### config.mk
export PLATFORM = sky130hd
export DESIGN_NAME = gcd_operand_sequencer
export DESIGN_NICKNAME = d
export VERILOG_FILES = /design/src/rtl/gcd_operand_sequencer.sv
export SDC_FILE = /design/constraint.sdc
export NUM_CORES = 1
export LEC_CHECK = 0
export ABC_CLOCK_PERIOD_IN_PS = 2000
export BUFFER_PORTS_ARGS = -buffer_cell sky130_fd_sc_hd__buf_2
export CORE_MARGIN = 2
export CORE_UTILIZATION = 30
export CTS_BUF_LIST = sky130_fd_sc_hd__clkbuf_8
export DETAILED_ROUTE_END_ITERATION = 8
export PLACE_DENSITY_LB_ADDON = 0.15
export REMOVE_ABC_BUFFERS = 1
export SLEW_MARGIN = 20
export SYNTH_ARGS = -nofsm -noshare
export SYNTH_HDL_FRONTEND = slang
export SYNTH_SLANG_ARGS = --single-unit
export TNS_END_PERCENT = 1
### constraint.sdc
create_clock -name clk -period 2 [get_ports clk]
set_clock_uncertainty 0.1 [all_clocks]
set_input_delay 0.3 -clock clk [delete_from_list [all_inputs] [get_ports clk]]
set_output_delay 0.3 -clock clk [all_outputs]
set_load 0.01 [all_outputs]
### src/rtl/gcd_operand_sequencer.sv
`default_nettype none
// ============================================================================
// Module   : gcd_operand_sequencer
// Purpose  : Front-end stage for the GCD controller/datapath pair. Accepts an
//            operand pair over valid/ready, drives operand A then B onto the
//            core's shared data bus with a start pulse, waits for core_done,
//            and captures the result into a 1-deep output buffer. It then
//            holds core_clr to return the core to its load state. Zero
//            operands are resolved locally, because a subtractive GCD core
//            never terminates on a zero operand.
// Ports    : clk, rst (sync, active-high)
//            in_valid/in_ready/in_a/in_b        operand pair handshake
//            res_valid/res_ready/res_gcd/res_err result buffer handshake
//            core_start/core_data/core_clr      drive to GCD core
//            core_done/core_result              status from GCD core
//            busy                               high in any non-IDLE state
// Config   : define GCD_SEQ_TIMEOUT_EN to abort WAIT after TIMEOUT cycles
//            without core_done (result reported as res_err=1, res_gcd=0).
// Revision : 1.0 - initial release
// ============================================================================
module gcd_operand_sequencer #(
    parameter int WIDTH      = 16,
    parameter int CLR_CYCLES = 2,
    parameter int TIMEOUT    = 1024
) (
    input  logic             clk,
    input  logic             rst,
    input  logic             in_valid,
    output logic             in_ready,
    input  logic [WIDTH-1:0] in_a,
    input  logic [WIDTH-1:0] in_b,
    output logic             res_valid,
    input  logic             res_ready,
    output logic [WIDTH-1:0] res_gcd,
    output logic             res_err,
    output logic             core_start,
    output logic [WIDTH-1:0] core_data,
    output logic             core_clr,
    input  logic             core_done,
    input  logic [WIDTH-1:0] core_result,
    output logic             busy
);

    localparam logic [2:0] c_S_IDLE    = 3'd0;
    localparam logic [2:0] c_S_ZCHK    = 3'd1;
    localparam logic [2:0] c_S_ISSUE_A = 3'd2;
    localparam logic [2:0] c_S_ISSUE_B = 3'd3;
    localparam logic [2:0] c_S_WAIT    = 3'd4;
    localparam logic [2:0] c_S_CAPTURE = 3'd5;
    localparam logic [2:0] c_S_CLEAR   = 3'd6;

    // The clear counter counts down from CLR_CYCLES-1 to 0, so it only
    // needs to represent CLR_CYCLES-1.
    localparam int              c_CW       = (CLR_CYCLES > 1) ? $clog2(CLR_CYCLES) : 1;
    localparam logic [c_CW-1:0] c_CLR_LOAD = c_CW'(CLR_CYCLES - 1);

    logic [2:0]       r_state;
    logic [c_CW-1:0]  r_clr_cnt;
    logic [WIDTH-1:0] r_op_a;
    logic [WIDTH-1:0] r_op_b;
    logic             r_res_valid;
    logic [WIDTH-1:0] r_res_gcd;
    logic             r_res_err;
    logic             r_core_start;
    logic [WIDTH-1:0] r_core_data;
    logic             r_core_clr;
    logic             w_in_ready;
    logic             w_a_zero;
    logic             w_b_zero;

`ifdef GCD_SEQ_TIMEOUT_EN
    localparam int              c_TW      = $clog2(TIMEOUT + 1);
    localparam logic [c_TW-1:0] c_TO_LAST = c_TW'(TIMEOUT - 1);
    logic [c_TW-1:0] r_wait_cnt;
`else
    logic w_unused_timeout;
    assign w_unused_timeout = (TIMEOUT > 0);
`endif

    // A full result buffer blocks new work, so a result is never overwritten.
    assign w_in_ready = (r_state == c_S_IDLE) && !r_res_valid;
    assign w_a_zero   = (r_op_a == '0);
    assign w_b_zero   = (r_op_b == '0);

    always_ff @(posedge clk) begin
        if (rst) begin
            // Reset leaves the core in its load state via the CLEAR sequence.
            r_state      <= c_S_CLEAR;
            r_clr_cnt    <= c_CLR_LOAD;
            r_core_clr   <= 1'b1;
            r_core_start <= 1'b0;
            r_core_data  <= '0;
            r_res_valid  <= 1'b0;
            r_res_gcd    <= '0;
            r_res_err    <= 1'b0;
            r_op_a       <= '0;
            r_op_b       <= '0;
`ifdef GCD_SEQ_TIMEOUT_EN
            r_wait_cnt   <= '0;
`endif
        end else begin
            // Every set of r_res_valid below happens with the buffer empty,
            // so this drain never collides with a new result.
            if (r_res_valid && res_ready) begin
                r_res_valid <= 1'b0;
            end

            case (r_state)
                c_S_IDLE: begin
                    if (in_valid && w_in_ready) begin
                        r_op_a  <= in_a;
                        r_op_b  <= in_b;
                        r_state <= c_S_ZCHK;
                    end
                end

                c_S_ZCHK: begin
                    if (w_a_zero || w_b_zero) begin
                        // gcd(0,x)=x and gcd(x,0)=x; 0/0 is undefined.
                        r_res_gcd   <= w_a_zero ? r_op_b : r_op_a;
                        r_res_err   <= w_a_zero && w_b_zero;
                        r_res_valid <= 1'b1;
                        r_state     <= c_S_IDLE;
                    end else begin
                        r_core_data  <= r_op_a;
                        r_core_start <= 1'b1;
                        r_state      <= c_S_ISSUE_A;
                    end
                end

                c_S_ISSUE_A: begin
                    r_core_data  <= r_op_b;
                    r_core_start <= 1'b0;
                    r_state      <= c_S_ISSUE_B;
                end

                c_S_ISSUE_B: begin
                    r_state    <= c_S_WAIT;
`ifdef GCD_SEQ_TIMEOUT_EN
                    r_wait_cnt <= '0;
`endif
                end

                c_S_WAIT: begin
                    // core_done takes priority over an expiring timeout.
                    if (core_done) begin
                        r_state <= c_S_CAPTURE;
                    end
`ifdef GCD_SEQ_TIMEOUT_EN
                    else if (r_wait_cnt == c_TO_LAST) begin
                        r_res_gcd   <= '0;
                        r_res_err   <= 1'b1;
                        r_res_valid <= 1'b1;
                        r_core_clr  <= 1'b1;
                        r_clr_cnt   <= c_CLR_LOAD;
                        r_state     <= c_S_CLEAR;
                    end else begin
                        r_wait_cnt <= r_wait_cnt + 1'b1;
                    end
`endif
                end

                c_S_CAPTURE: begin
                    // core_result is still valid: core_done is sticky until core_clr.
                    r_res_gcd   <= core_result;
                    r_res_err   <= 1'b0;
                    r_res_valid <= 1'b1;
                    r_core_clr  <= 1'b1;
                    r_clr_cnt   <= c_CLR_LOAD;
                    r_state     <= c_S_CLEAR;
                end

                c_S_CLEAR: begin
                    if (r_clr_cnt == '0) begin
                        r_core_clr <= 1'b0;
                        r_state    <= c_S_IDLE;
                    end else begin
                        r_clr_cnt <= r_clr_cnt - 1'b1;
                    end
                end

                default: begin
                    r_core_start <= 1'b0;
                    r_core_clr   <= 1'b1;
                    r_clr_cnt    <= c_CLR_LOAD;
                    r_state      <= c_S_CLEAR;
                end
            endcase
        end
    end

    assign in_ready   = w_in_ready;
    assign busy       = (r_state != c_S_IDLE);
    assign res_valid  = r_res_valid;
    assign res_gcd    = r_res_gcd;
    assign res_err    = r_res_err;
    assign core_start = r_core_start;
    assign core_data  = r_core_data;
    assign core_clr   = r_core_clr;

endmodule
`default_nettype wire

Yosys cells after proc, flatten, opt, wreduce, memory -nomap -nowiden

Index checks and enable logic that the tools add are counted.

$add $sub $neg: 1
Multipliers: 0
Div/mod/pow operators: 0
Order comparisons: 0
Eq/ne operators: 11
Shifts and indexed selects: 0
Mux-type cells: 21
Bitwise logic cells: 2
Reductions and logical operators: 20

Operator list:

| cell                | number |
|---|---|
| $pmux 16 s2         | 2 |
| $mux 16             | 3 |
| $logic_not 16->1    | 2 |
| $pmux 3 s6          | 1 |
| $pmux 1 s2          | 5 |
| $reduce_and 2->1    | 5 |
| $reduce_or 5->1     | 2 |
| $eq 3x3->1 const B  | 3 |
| $mux 3              | 3 |
| $ne 2x2->1 const B  | 4 |
| $eq 3x2->1 const B  | 2 |
| $mux 1              | 6 |
| $logic_and 1x1->1   | 4 |
| $reduce_bool 2->1   | 2 |
| $eq 3x1->1 const B  | 1 |
| $logic_not 3->1     | 1 |
| $reduce_and 3->1    | 1 |
| $reduce_bool 3->1   | 1 |
| $mux 2              | 1 |
| $ne 2x1->1 const B  | 1 |
| $not 1->1           | 2 |
| $logic_not 1->1     | 1 |
| $logic_or 1x1->1    | 1 |
| $sub 1x1->1 const B | 1 |

Register bits after elaboration: 72
Latch bits: 0
Memory bits (writable): 0
ROM bits: 0
Output and inout port bits: 38
Logic and storage cells: 65
Memories kept: 0

Longest topological paths before layout

Gate-level depths: netlist (run 1).

Depth after elaboration: 5
Depth in mapped cells: 8
Mapped depth without buffers: 5

Least setup slack after synthesis (run 1)

Ideal clock, no wire load.

Path type: reg-to-reg
From: register r_op_a[13]
To: register r_res_gcd[10], in the netlist res_gcd[10]
Library setup time: 142 ps
Arrival: 1697 ps
Path slack: 61 ps
Cell stages (with the launch flop): 9
Path buffers: 3
Cells stage by stage: dfxtp_1 or4_4 nor2_4 a211o_1 buf_6 and2_4 buf_6 buf_8 a311oi_2

Longest elaborated chain between the ends: 4
Elaborated cells between the ends (all ways): 7

RTL lines:

| item                                            | RTL line | RTL |
|---|---|---|
| start: declaration                              | 59       | `logic [WIDTH-1:0] r_op_a;` |
| start signal: assignment                        | 111      | `r_op_a <= in_a;` |
| $logic_not 16->1 (*)                            | 82       | `assign w_a_zero = (r_op_a == '0);` |
| $mux 16 or $logic_or 1x1->1 (tied branches)     | 120, 118 |  |
| $mux 16 or $ne 2x2->1 (tied branches)           | -        |  |
| $pmux 16 s2 or $reduce_and 2->1 (tied branches) | -        |  |
| end signal: assignment                          | 120      | `r_res_gcd <= w_a_zero ? r_op_b : r_op_a;` |
| end signal: assignment                          | 165      | `r_res_gcd <= core_result;` |
| end: declaration                                | 62       | `logic [WIDTH-1:0] r_res_gcd;` |

Mark *: on every way between the ends. The rest lies on a longest branch, timed or not. The select of a mux whose other input is x is not followed.
A chain may end at the register's enable or synchronous reset.

Final worst setup path (run 1)

From: register r_op_a[1]
To: register r_core_data[15], in the netlist core_data[15]

Longest elaborated chain between the ends: 4

RTL lines:

| item                              | RTL line | RTL |
|---|---|---|
| $logic_not 16->1                  | 82       |  |
| $logic_or 1x1->1                  | 118      | `if (w_a_zero \|\| w_b_zero) begin` |
| $ne 2x2->1 (no source line)       | -        |  |
| $reduce_and 2->1 (no source line) | -        |  |
| end signal: assignment            | 125      | `r_core_data <= r_op_a;` |
| end signal: assignment            | 132      | `r_core_data <= r_op_b;` |
| end: declaration                  | 65       | `logic [WIDTH-1:0] r_core_data;` |

No other way between the ends.

==> Flow_metrics.wiki, run 1 <==
{| class="wikitable"
! Metric !! Value
|-
| Largest area contributor in the netlist || dfxtp_1
|-
| H-tree depth || 3
|-
| Startpoint of the tightest hold check path || in_a[3]
|-
| Result of the run || completed
|-
| Hold Fails Final Rpt || 0
|-
| Remaining max-slew budget at the tightest pin || 0.614
|-
| CTS Buf Count || 9
|-
| R2r worst-path depth || 6
|-
| Period utilisation layout || 0.977
|-
| CTS tree || built
|-
| Arrival time at the worst endpoint || 2110 ps
|-
| Row Count || 38
|-
| Series of cell instances along the critical path || or4_4 > nor2_4 > a21o_1 > o21ai_2 > buf_12 > a221oi_1
|-
| Critical R2R Capture || core_data[15]
|-
| Aggregate negative setup slack || 0 ps
|-
| Number of sinks handled by clock tree synthesis || 72
|-
| Max Root-Sink Buffers || 2
|-
| Number of nets in the layout || roughly 550
|-
| Core region area || 10900 um^2
|-
| Total wire length after detailed routing || 10.4 mm
|-
| Commonest non-fill, non-tap cells in the layout || buf_2, nand2_1, dfxtp_1, a21oi_1, buf_4
|-
| Cell depth of the worst min-delay path || 3
|-
| Net switching power || around 0.0015 W
|-
| Die Area || between 10000 and 15000 um^2
|-
| Setup repair after global routing missed its margin || true
|-
| Cell internal power dissipation || 0.00290 W
|-
| DR vias/cell || 4.92
|-
| Number of warning messages in the yosys log || 0
|-
| Wire length of the first global-routing pass || ~17 mm
|-
| Share of Yosys cell area claimed by the top area cell type || 0.426
|-
| ANT cells || 0
|-
| Clock Pin Slew Worst Setup and Hold Paths || 80 ps
|-
| Initial cell density of the core || 0.309
|-
| Setup slack of the most critical reg-to-reg path || 50 ps
|-
| PwrDens || 976 nW/um^2
|-
| Actual slew at the worst max-slew pin || around 560 ps
|-
| Capturing element type of the critical path || flop
|-
| Total via count after detailed routing || about 3200
|-
| Maximum number of pins on one net before global-route repair || 33
|-
| Number of top-level pins || 91
|-
| Synth top area cells || dfxtp_1, nand2_1, a21oi_1
|-
| Power share of the combinational group || 0.356
|-
| Area grow syn2layout || 34.5%
|-
| Residual overflow from global routing || 0
|-
| Detailed router's first-iteration violation count || between 100 and 150
|-
| Share of layout cells above drive strength 1 || 0.398
|-
| Die boundary height || about 110 um
|-
| First-pass DRT Iterations || 4
|-
| All-Layer GR Usage || 0.182
|-
| Hold-fix buffer count after cts || 0
|-
| Most common cell after layout, fill and taps aside || buf_2
|-
| Post-synthesis instance total || 384
|-
| Critical path launch point type || flop
|-
| Flip-flop cell with the highest count after synthesis || dfxtp_1
|-
| Pleak || between 1.5 and 2 nW
|-
| Post-DRT Antenna Nets || 0
|-
| Top achievable clock speed || slightly above 0.5 GHz
|-
| Fill cells || approximately 1200
|-
| Fraction of power spent switching nets || 0.348
|-
| Number of antenna violations at the first check in global routing || 0
|-
| Max-slew violation count || 0
|-
| Distinct cells, synth || 42
|-
| Synthesized flop and latch total || between 70 and 80
|-
| Standard cell with the maximum stage delay on the critical path || or4_4
|-
| Number of flops mapped to enable cells by yosys || 0
|-
| Remaining DRCs || 0
|-
| Proportion of synthesized chip area in sequential cells || 0.426
|-
| Clk Tree Root Cell || clkbuf_8
|-
| Drt wl/cell || roughly 16 um
|-
| Max Fanout on Critical Path || 10
|-
| End point of the most critical hold path || r_op_a[3]
|-
| Launch point of the critical path || r_op_a[1]
|-
| Die X || 110 um
|-
| Via count of the first global-routing pass || 3203
|-
| Avg Inst Size Synth || a little under 9 um^2
|-
| Final number of setup-violating endpoints || 0
|-
| IO buf count || 90
|-
| Tmin final || 1950 ps
|-
| Final RePlAce weighted congestion || 0.800
|-
| Netlist Area Pre-Place || 3380 um^2
|-
| Endpoint required time on the critical path || roughly 2200 ps
|-
| Async set-reset flop share out of synthesis || 0
|-
| Reg2reg start || r_op_a[1]
|-
| Clock insertion delay at the later pin of the skew report || between 300 and 400 ps
|-
| Worst vdd rail ir drop || 383 uV
|-
| Reported max-cap violation count || 0
|-
| CP max stage delay || between 500 and 600 ps
|-
| Setup CP Type || flop to flop
|-
| Worst hold margin || between 70 and 80 ps
|-
| Total half-perimeter wirelength after legalization and detailed placement || about 7.6 mm
|-
| Clock power frac || 0.255
|-
| Share of power burned in registers || 0.388
|-
| Type of the worst min-delay path || input pin to flop
|}
-- through the flow --
stage	instance area (um^2)	setup WS (ps)	power [W]	instances	utilization
after floorplan	3190	-1050	0.00252	351	-
after global routing	4550	-45.8	0.00473	645	0.416
final	4550	46.3	0.00444	645	0.416
after detailed placement	4270	-86.9	0.00327	630	0.391
after global placement	4270	-76.9	0.00326	630	0.391
after CTS	4470	1.52	0.00442	645	0.409
-- how the worst max path moves through the flow --
| stage | end | slack (ps) |
|---|---|---|
| after floorplan | res_gcd[4] | -1050 |
| after global placement | core_data[11] | -80 |
| after detailed placement | core_data[13] | -90 |
| after CTS | core_data[11] | 2 |
| after global routing | res_gcd[15] | -50 |
| final | core_data[15] | 50 |
-- cell type report --
| cell class | instances | area [um^2] | area share |
|---|---|---|---|
| Multi-Input combinational cell | 261 | 1760 | 0.386 |
| Tap cell | 140 | 175 | 0.0385 |
| Inverter | 18 | 67.6 | 0.0148 |
| Timing Repair Buffer | 139 | 921 | 0.202 |
| Sequential cell | 72 | 1450 | 0.317 |
| Clock inverter | 5 | 48.8 | 0.0107 |
| Clock buffer | 10 | 138 | 0.0302 |
-- worst max-delay path: cells and delay by family (launching register included) --
family | cells | cell delay (ps)
buf+inv | 1 | 170
flops | 1 | 320
simple gates | 2 | 730
compound gates | 3 | 540
-- state kept, by name (all words and copies together) (netlist names), named ones only --
signal	cells
core_data	16
r_op_a	16
r_op_b	16
res_gcd	16
r_state	2
core_clr	1
core_start	1
r_clr_cnt	1
res_err	1
res_valid	1
-- Yosys cell counts, types with 7 or more instances --
master / number
buf_2: 8
a21oi_1: 53
dfxtp_1: 72
a221oi_1: 7
a311oi_2: 10
nand2_1: 86
inv_1: 18
nor2b_1: 19
clkbuf_1: 16
a221oi_2: 10
mux2i_1: 15
a211oi_1: 16
-- power groups by stage --
| stage | Combinational, W | Sequential, W | Clock, W |
|---|---|---|---|
| floorplan | 0.000691 | 0.00183 | 0 |
| global placement | 0.00150 | 0.00175 | 0 |
| detailed placement | 0.00151 | 0.00176 | 0 |
| CTS | 0.00152 | 0.00172 | 0.00118 |
| global route | 0.00174 | 0.00175 | 0.00124 |
| finish | 0.00158 | 0.00173 | 0.00113 |
-- routing by layer --
metal,track usage,part of all wire
met5,0,0
met4,0.0527,0.012
met3,0.0388,0.052
met2,0.287,0.46
met1,0.250,0.48
-- cell families after synthesis --
group	after synthesis	synth area share
and+or+nand+nor	131	0.187
AOI/OAI and AO/OA	114	0.263
DFF	72	0.426
buffers and inverters	51	0.0776
muxes	15	0.0444
xor gates and xnor gates	1	0.00259
-- timing repair --
action | in CTS | in global routing
resized for setup | 2 | 18
pin swaps | 0 | 13
buffers inserted | 0 | 0
endpoints found under the setup margin | 13 | 31
Note: power is estimated with default switching activity, not from simulation.
==> inputs of run 2 (changes only) <==
Settings changed: CORE_UTILIZATION 30 to 43.
==> Flow_metrics.wiki, run 2 (synthesized netlist as in run 1, its figures left out) <==
{| class="wikitable"
! Metric !! Value
|-
| Share of layout cells above drive strength 1 || 0.372 (-0.0263)
|-
| Hold-fix buffer count after cts || 0 (unchanged)
|-
| Die boundary height || 92.7 um (-16%)
|-
| Pleak || 1.82 nW (-4.1%)
|-
| Max Fanout on Critical Path || 7 (-3)
|-
| Arrival time at the worst endpoint || 2120 ps (about the same)
|-
| Core region area || 7690 um^2 (-30%)
|-
| Overall power of the completed layout || 0.00454 W (+2.2%)
|-
| Total half-perimeter wirelength after legalization and detailed placement || 6.60 mm (-13%)
|-
| Via count of the first global-routing pass || 3012 (-6.0%)
|-
| Number of top-level pins || 91 (unchanged)
|-
| PwrDens || 1040 nW/um^2 (+6.2%)
|-
| Clock Pin Slew Worst Setup and Hold Paths || 80 ps (about the same)
|-
| IO buf count || 90 (unchanged)
|-
| Residual overflow from global routing || 0 (unchanged)
|-
| CP max stage delay || 560 ps (about the same)
|-
| All-Layer GR Usage || 0.227 (+0.0455)
|-
| Clock insertion delay at the later pin of the skew report || 350 ps (about the same)
|-
| Max-slew violation count || 0 (unchanged)
|-
| DR vias/cell || 5.28 (+7.4%)
|-
| Drt wl/cell || 15.9 um (-2.1%)
|-
| Tmin final || 1960 ps (+6.99 ps)
|-
| Number of antenna violations at the first check in global routing || 0 (unchanged)
|-
| Post-route worst setup slack || 39.3 ps (-6.99 ps)
|-
| Initial cell density of the core || 0.440 (+0.131)
|-
| Worst hold margin || 81.6 ps (+8.95 ps)
|-
| Setup repair after global routing missed its margin || true
|-
| Capturing element type of the critical path || flop
|-
| First-pass DRT Iterations || 4 (unchanged)
|-
| Critical path launch point type || flop
|-
| Remaining DRCs || 0 (unchanged)
|-
| Setup CP Type || flop to flop
|-
| Period utilisation layout || 0.980 (+0.00350)
|-
| Worst vdd rail ir drop || 486 uV (+27%)
|-
| Number of sinks handled by clock tree synthesis || 72 (unchanged)
|-
| Remaining max-slew budget at the tightest pin || 0.674 (+0.0599)
|-
| Commonest non-fill, non-tap cells in the layout || buf_2, nand2_1, dfxtp_1, a21oi_1, buf_4
|-
| Hold Fails Final Rpt || 0 (unchanged)
|-
| Max Root-Sink Buffers || 2 (unchanged)
|-
| CTS tree || built
|-
| Standard cell with the maximum stage delay on the critical path || or4_4
|-
| Reported max-cap violation count || 0 (unchanged)
|-
| Aggregate negative setup slack || 0 ps (unchanged)
|-
| Total wire length after detailed routing || 9.47 mm (-9.4%)
|-
| Wire length of the first global-routing pass || 15.1 mm (-9.6%)
|-
| Detailed router's first-iteration violation count || 117 (+14%)
|-
| Final number of setup-violating endpoints || 0 (unchanged)
|-
| Type of the worst min-delay path || input pin to flop
|-
| Placement Setup Slack || 9.44 ps (+96.3 ps)
|-
| Actual slew at the worst max-slew pin || 477 ps (-87.6 ps)
|-
| Maximum number of pins on one net before global-route repair || 46 (+39%)
|-
| Die Area || 8600 um^2 (-29%)
|-
| Clk Tree Root Cell || clkbuf_8
|-
| Series of cell instances along the critical path || or4_4 > nor2_4 > and3_1 > buf_4 > nand2_1 > a311oi_1
|-
| Top achievable clock speed || 0.510 GHz (-0.36%)
|-
| Area grow syn2layout || 29.5%
|-
| Endpoint required time on the critical path || 2160 ps (about the same)
|-
| Die X || 92.7 um (-16%)
|-
| CTS Buf Count || 9 (unchanged)
|-
| Post-DRT Antenna Nets || 0 (unchanged)
|-
| Row Count || 32 (-16%)
|-
| Number of nets in the layout || 543 (-2.0%)
|-
| Total via count after detailed routing || 3154 (-0.63%)
|-
| Result of the run || completed
|-
| H-tree depth || 3 (unchanged)
|-
| ANT cells || 0 (unchanged)
|-
| Most common cell after layout, fill and taps aside || buf_2
|-
| Final RePlAce weighted congestion || 0.802 (+0.22%)
|-
| Final standard cell utilization of the core || 0.570 (+0.154)
|}
-- run 2: worst max-delay path: cells and delay by family, from the launching register on --
family | cells | cell delay, ps
and+or+nand+nor | 4 | 1020
DFF | 1 | 320
AOI/OAI and AO/OA | 1 | 250
buffers and inverters | 1 | 180
-- run 2: worst paths after layout --
| check | start | endpoint | slack (ps) | depth (start not counted) |
|---|---|---|---|---|
| worst max-delay path | r_op_a[6] | res_gcd[2] | 40 | 6 |
| worst min-delay path | in_b[14] | r_op_b[14] | 80 | 3 |
| worst max register to register | r_op_a[6] | res_gcd[2] | 40 | 6 |
| worst min register to register | core_data[3] | core_data[3] | 360 | 2 |
-- run 2: area by class of cell --
cell class	count	area [um^2]
fillers	761	3310
multi-input cells	261	1730
flip-flops and latches	72	1440
repair buffers	128	798
clock buffers	10	138
well taps	102	128
clock inverters	6	82.6
inverters	18	67.6
-- run 2: timing repair --
action	CTS	global route
setup buffers	0	1
gates resized for setup	1	6
pin swaps	1	12
hold endpoints to repair	0	0
endpoints found under the setup margin	3	28
-- run 2: metrics by stage --
step | cells | cell area, um^2
2_1_floorplan | 351 | 3190
3_3_place_gp | 580 | 4110
3_5_place_dp | 580 | 4110
4_1_cts | 596 | 4340
5_1_grt | 597 | 4380
6_report | 597 | 4380
-- run 2: per-layer routing --
| layer | vias up | global-route usage | part of all wire |
|---|---|---|---|
| met2 | 103 | 0.350 | 0.46 |
| li1 | 1577 | - | - |
| met3 | 8 | 0.0382 | 0.064 |
| met4 | 0 | 0.0907 | 0.0098 |
| met5 | - | 0 | 0 |
| met1 | 1466 | 0.317 | 0.47 |
-- run 2: power by group --
part / switching (W) / internal, W / total [W]
sequential: 0.000114 / 0.00161 / 0.00172
combinational: 0.000883 / 0.000659 / 0.00154
clock: 0.000548 / 0.000730 / 0.00128
==> inputs of run 3 (changes only) <==
Settings changed: CORE_ASPECT_RATIO set to 1.2, SETUP_SLACK_MARGIN set to 0.15.
==> Flow_metrics.wiki, run 3 (synthesized netlist as in run 1, its figures left out) <==
{| class="wikitable"
! Metric !! Value
|-
| CTS Buf Count || 9 (unchanged)
|-
| Tmin final || 1940 ps (-20.3 ps)
|-
| Max-slew violation count || 0 (unchanged)
|-
| CP max stage delay || 560 ps (about the same)
|-
| Remaining DRCs || 0 (unchanged)
|-
| Maximum number of pins on one net before global-route repair || 33 (-28%)
|-
| Arrival time at the worst endpoint || 2100 ps (-20 ps)
|-
| Aggregate negative setup slack || 0 ps (unchanged)
|-
| Via count of the first global-routing pass || 3152 (+4.6%)
|-
| Die Area || 8600 um^2 (about the same)
|-
| Number of antenna violations at the first check in global routing || 0 (unchanged)
|-
| PwrDens || 1010 nW/um^2 (-2.2%)
|-
| Number of nets in the layout || 558 (+2.8%)
|-
| DP Cell Count || 574 (-1.0%)
|-
| Final number of setup-violating endpoints || 0 (unchanged)
|-
| Die X || 85.0 um (-8.3%)
|-
| Standard cell with the maximum stage delay on the critical path || or4_4
|-
| Hold-fix buffer count after cts || 0 (unchanged)
|-
| R2r worst-path depth || 7 (+1)
|-
| IO buf count || 90 (unchanged)
|-
| End point of the most critical hold path || r_op_a[3]
|-
| Critical R2R Capture || res_gcd[0]
|-
| Hold Fails Final Rpt || 0 (unchanged)
|-
| Actual slew at the worst max-slew pin || 494 ps (+17.2 ps)
|-
| Endpoint required time on the critical path || 2160 ps (about the same)
|-
| Share of layout cells above drive strength 1 || 0.401 (+0.0291)
|-
| Capturing element type of the critical path || flop
|-
| Row Count || 35 (+9.4%)
|-
| Setup repair after global routing missed its margin || true
|-
| Series of cell instances along the critical path || or4_4 > nor2_4 > and3_4 > buf_12 > buf_16 > nand2_1 > a311oi_1
|-
| First-pass DRT Iterations || 4 (unchanged)
|-
| Setup CP Type || flop to flop
|-
| ANT cells || 0 (unchanged)
|-
| DR vias/cell || 5.39 (+2.1%)
|-
| H-tree depth || 3 (unchanged)
|-
| Clock insertion delay at the later pin of the skew report || 350 ps (about the same)
|-
| Commonest non-fill, non-tap cells in the layout || buf_2, nand2_1, dfxtp_1, a21oi_1, buf_4
|-
| Worst vdd rail ir drop || 651 uV (+34%)
|-
| Post-detailed-placement cell area || 4100 um^2 (-0.18%)
|-
| Critical path launch point type || flop
|-
| Residual overflow from global routing || 0 (unchanged)
|-
| Total half-perimeter wirelength after legalization and detailed placement || 7.02 mm (+6.3%)
|-
| Number of sinks handled by clock tree synthesis || 72 (unchanged)
|-
| Result of the run || completed
|-
| Type of the worst min-delay path || input pin to flop
|-
| Period utilisation layout || 0.970 (-0.0101)
|-
| Pleak || 1.91 nW (+4.8%)
|-
| Clock Pin Slew Worst Setup and Hold Paths || 80 ps (about the same)
|-
| Reg2reg start || r_op_a[14]
|-
| Initial cell density of the core || 0.442 (+0.00137)
|-
| Cell depth of the worst min-delay path || 3 (unchanged)
|-
| Overall power of the completed layout || 0.00458 W (+0.91%)
|-
| Drt wl/cell || 16.4 um (+3.5%)
|-
| Max Fanout on Critical Path || 5 (-2)
|-
| Post-DRT Antenna Nets || 0 (unchanged)
|-
| Wire length of the first global-routing pass || 15.6 mm (+3.7%)
|-
| Max Root-Sink Buffers || 2 (unchanged)
|-
| Detailed router's first-iteration violation count || 132 (+13%)
|-
| Most common cell after layout, fill and taps aside || buf_2
|-
| Total wire length after detailed routing || 9.86 mm (+4.2%)
|-
| Startpoint of the tightest hold check path || in_a[3]
|-
| Setup slack of the most critical reg-to-reg path || 60 ps (+20 ps)
|-
| Final Cell Area || 4520 um^2 (+3.2%)
|-
| Final RePlAce weighted congestion || 0.814 (+1.6%)
|-
| Clk Tree Root Cell || clkbuf_8
|-
| Die boundary height || 101 um (+9.1%)
|-
| Remaining max-slew budget at the tightest pin || 0.662 (-0.0118)
|-
| Core region area || 7660 um^2 (-0.31%)
|-
| Number of top-level pins || 91 (unchanged)
|-
| Top achievable clock speed || 0.515 GHz (+1.0%)
|-
| Fill cells || 676 (-11%)
|-
| CTS tree || built
|-
| Total via count after detailed routing || 3242 (+2.8%)
|-
| Reported max-cap violation count || 0 (unchanged)
|-
| All-Layer GR Usage || 0.234 (+0.00637)
|-
| Final Non-Filler Cells || 601 (+0.67%)
|-
| Area grow syn2layout || 33.6%
|}
run 3: changes by cell type in the layout (fill, tap and decap cells not counted), sizes merged:
cell    before  now
clkbuf      10    9
bufinv       2    1
clkinv       3    4
buf        128  143
run 3: stage by stage:
stage	worst slack, ps	hold slack (ps)	utilization
global route	2.29	77.8	0.590
finish	59.6	79.6	0.590
CTS	60.6	70.0	0.581
detailed placement	4.98	351	0.535
global placement	101	345	0.535
floorplan	-1050	265	-
run 3: worst max path at each step:
stage	from	endpoint	slack, ps	depth (start not counted)
after floorplan	r_state[0]	res_gcd[4]	-1050	5
after global placement	r_op_a[13]	res_gcd[6]	100	5
after detailed placement	r_op_a[8]	res_gcd[13]	5	5
after CTS	r_op_a[10]	res_gcd[13]	60	6
after global routing	r_op_a[14]	res_gcd[11]	2	7
final	r_op_a[14]	res_gcd[0]	60	7
run 3: power breakdown:
group / internal (W) / switching, W
registers: 0.00161 / 0.000124
logic: 0.000813 / 0.000922
clock network: 0.000564 / 0.000551
run 3: metal layers:
layer | global-route usage | vias up | part of all wire
li1 | - | 1602 | -
met4 | 0.0867 | 0 | 0.012
met2 | 0.397 | 75 | 0.50
met5 | 0 | - | 0
met1 | 0.302 | 1556 | 0.45
met3 | 0.0342 | 9 | 0.037
run 3: critical path, delay by kind of cell (launching register included):
family          cells  cell delay [ps]
flops               1              320
simple gates        4             1040
buf+inv             2              210
compound gates      1              200
run 3: area by class of cell:
| type | count | area [um^2] | area share |
|---|---|---|---|
| Clock buffer | 9 | 124 | 0.0274 |
| Clock inverter | 6 | 61.3 | 0.0136 |
| Inverter | 18 | 67.6 | 0.0149 |
| Multi-Input combinational cell | 261 | 1740 | 0.384 |
| Sequential cell | 72 | 1450 | 0.320 |
| Tap cell | 92 | 115 | 0.0255 |
| Timing Repair Buffer | 143 | 970 | 0.215 |
run 3: timing repair:
action                                  CTS  global route
gates cloned                              1             0
resized for setup                        12            10
pin swaps                                12            11
buffers inserted                          9             2
endpoints found under the setup margin   34            36
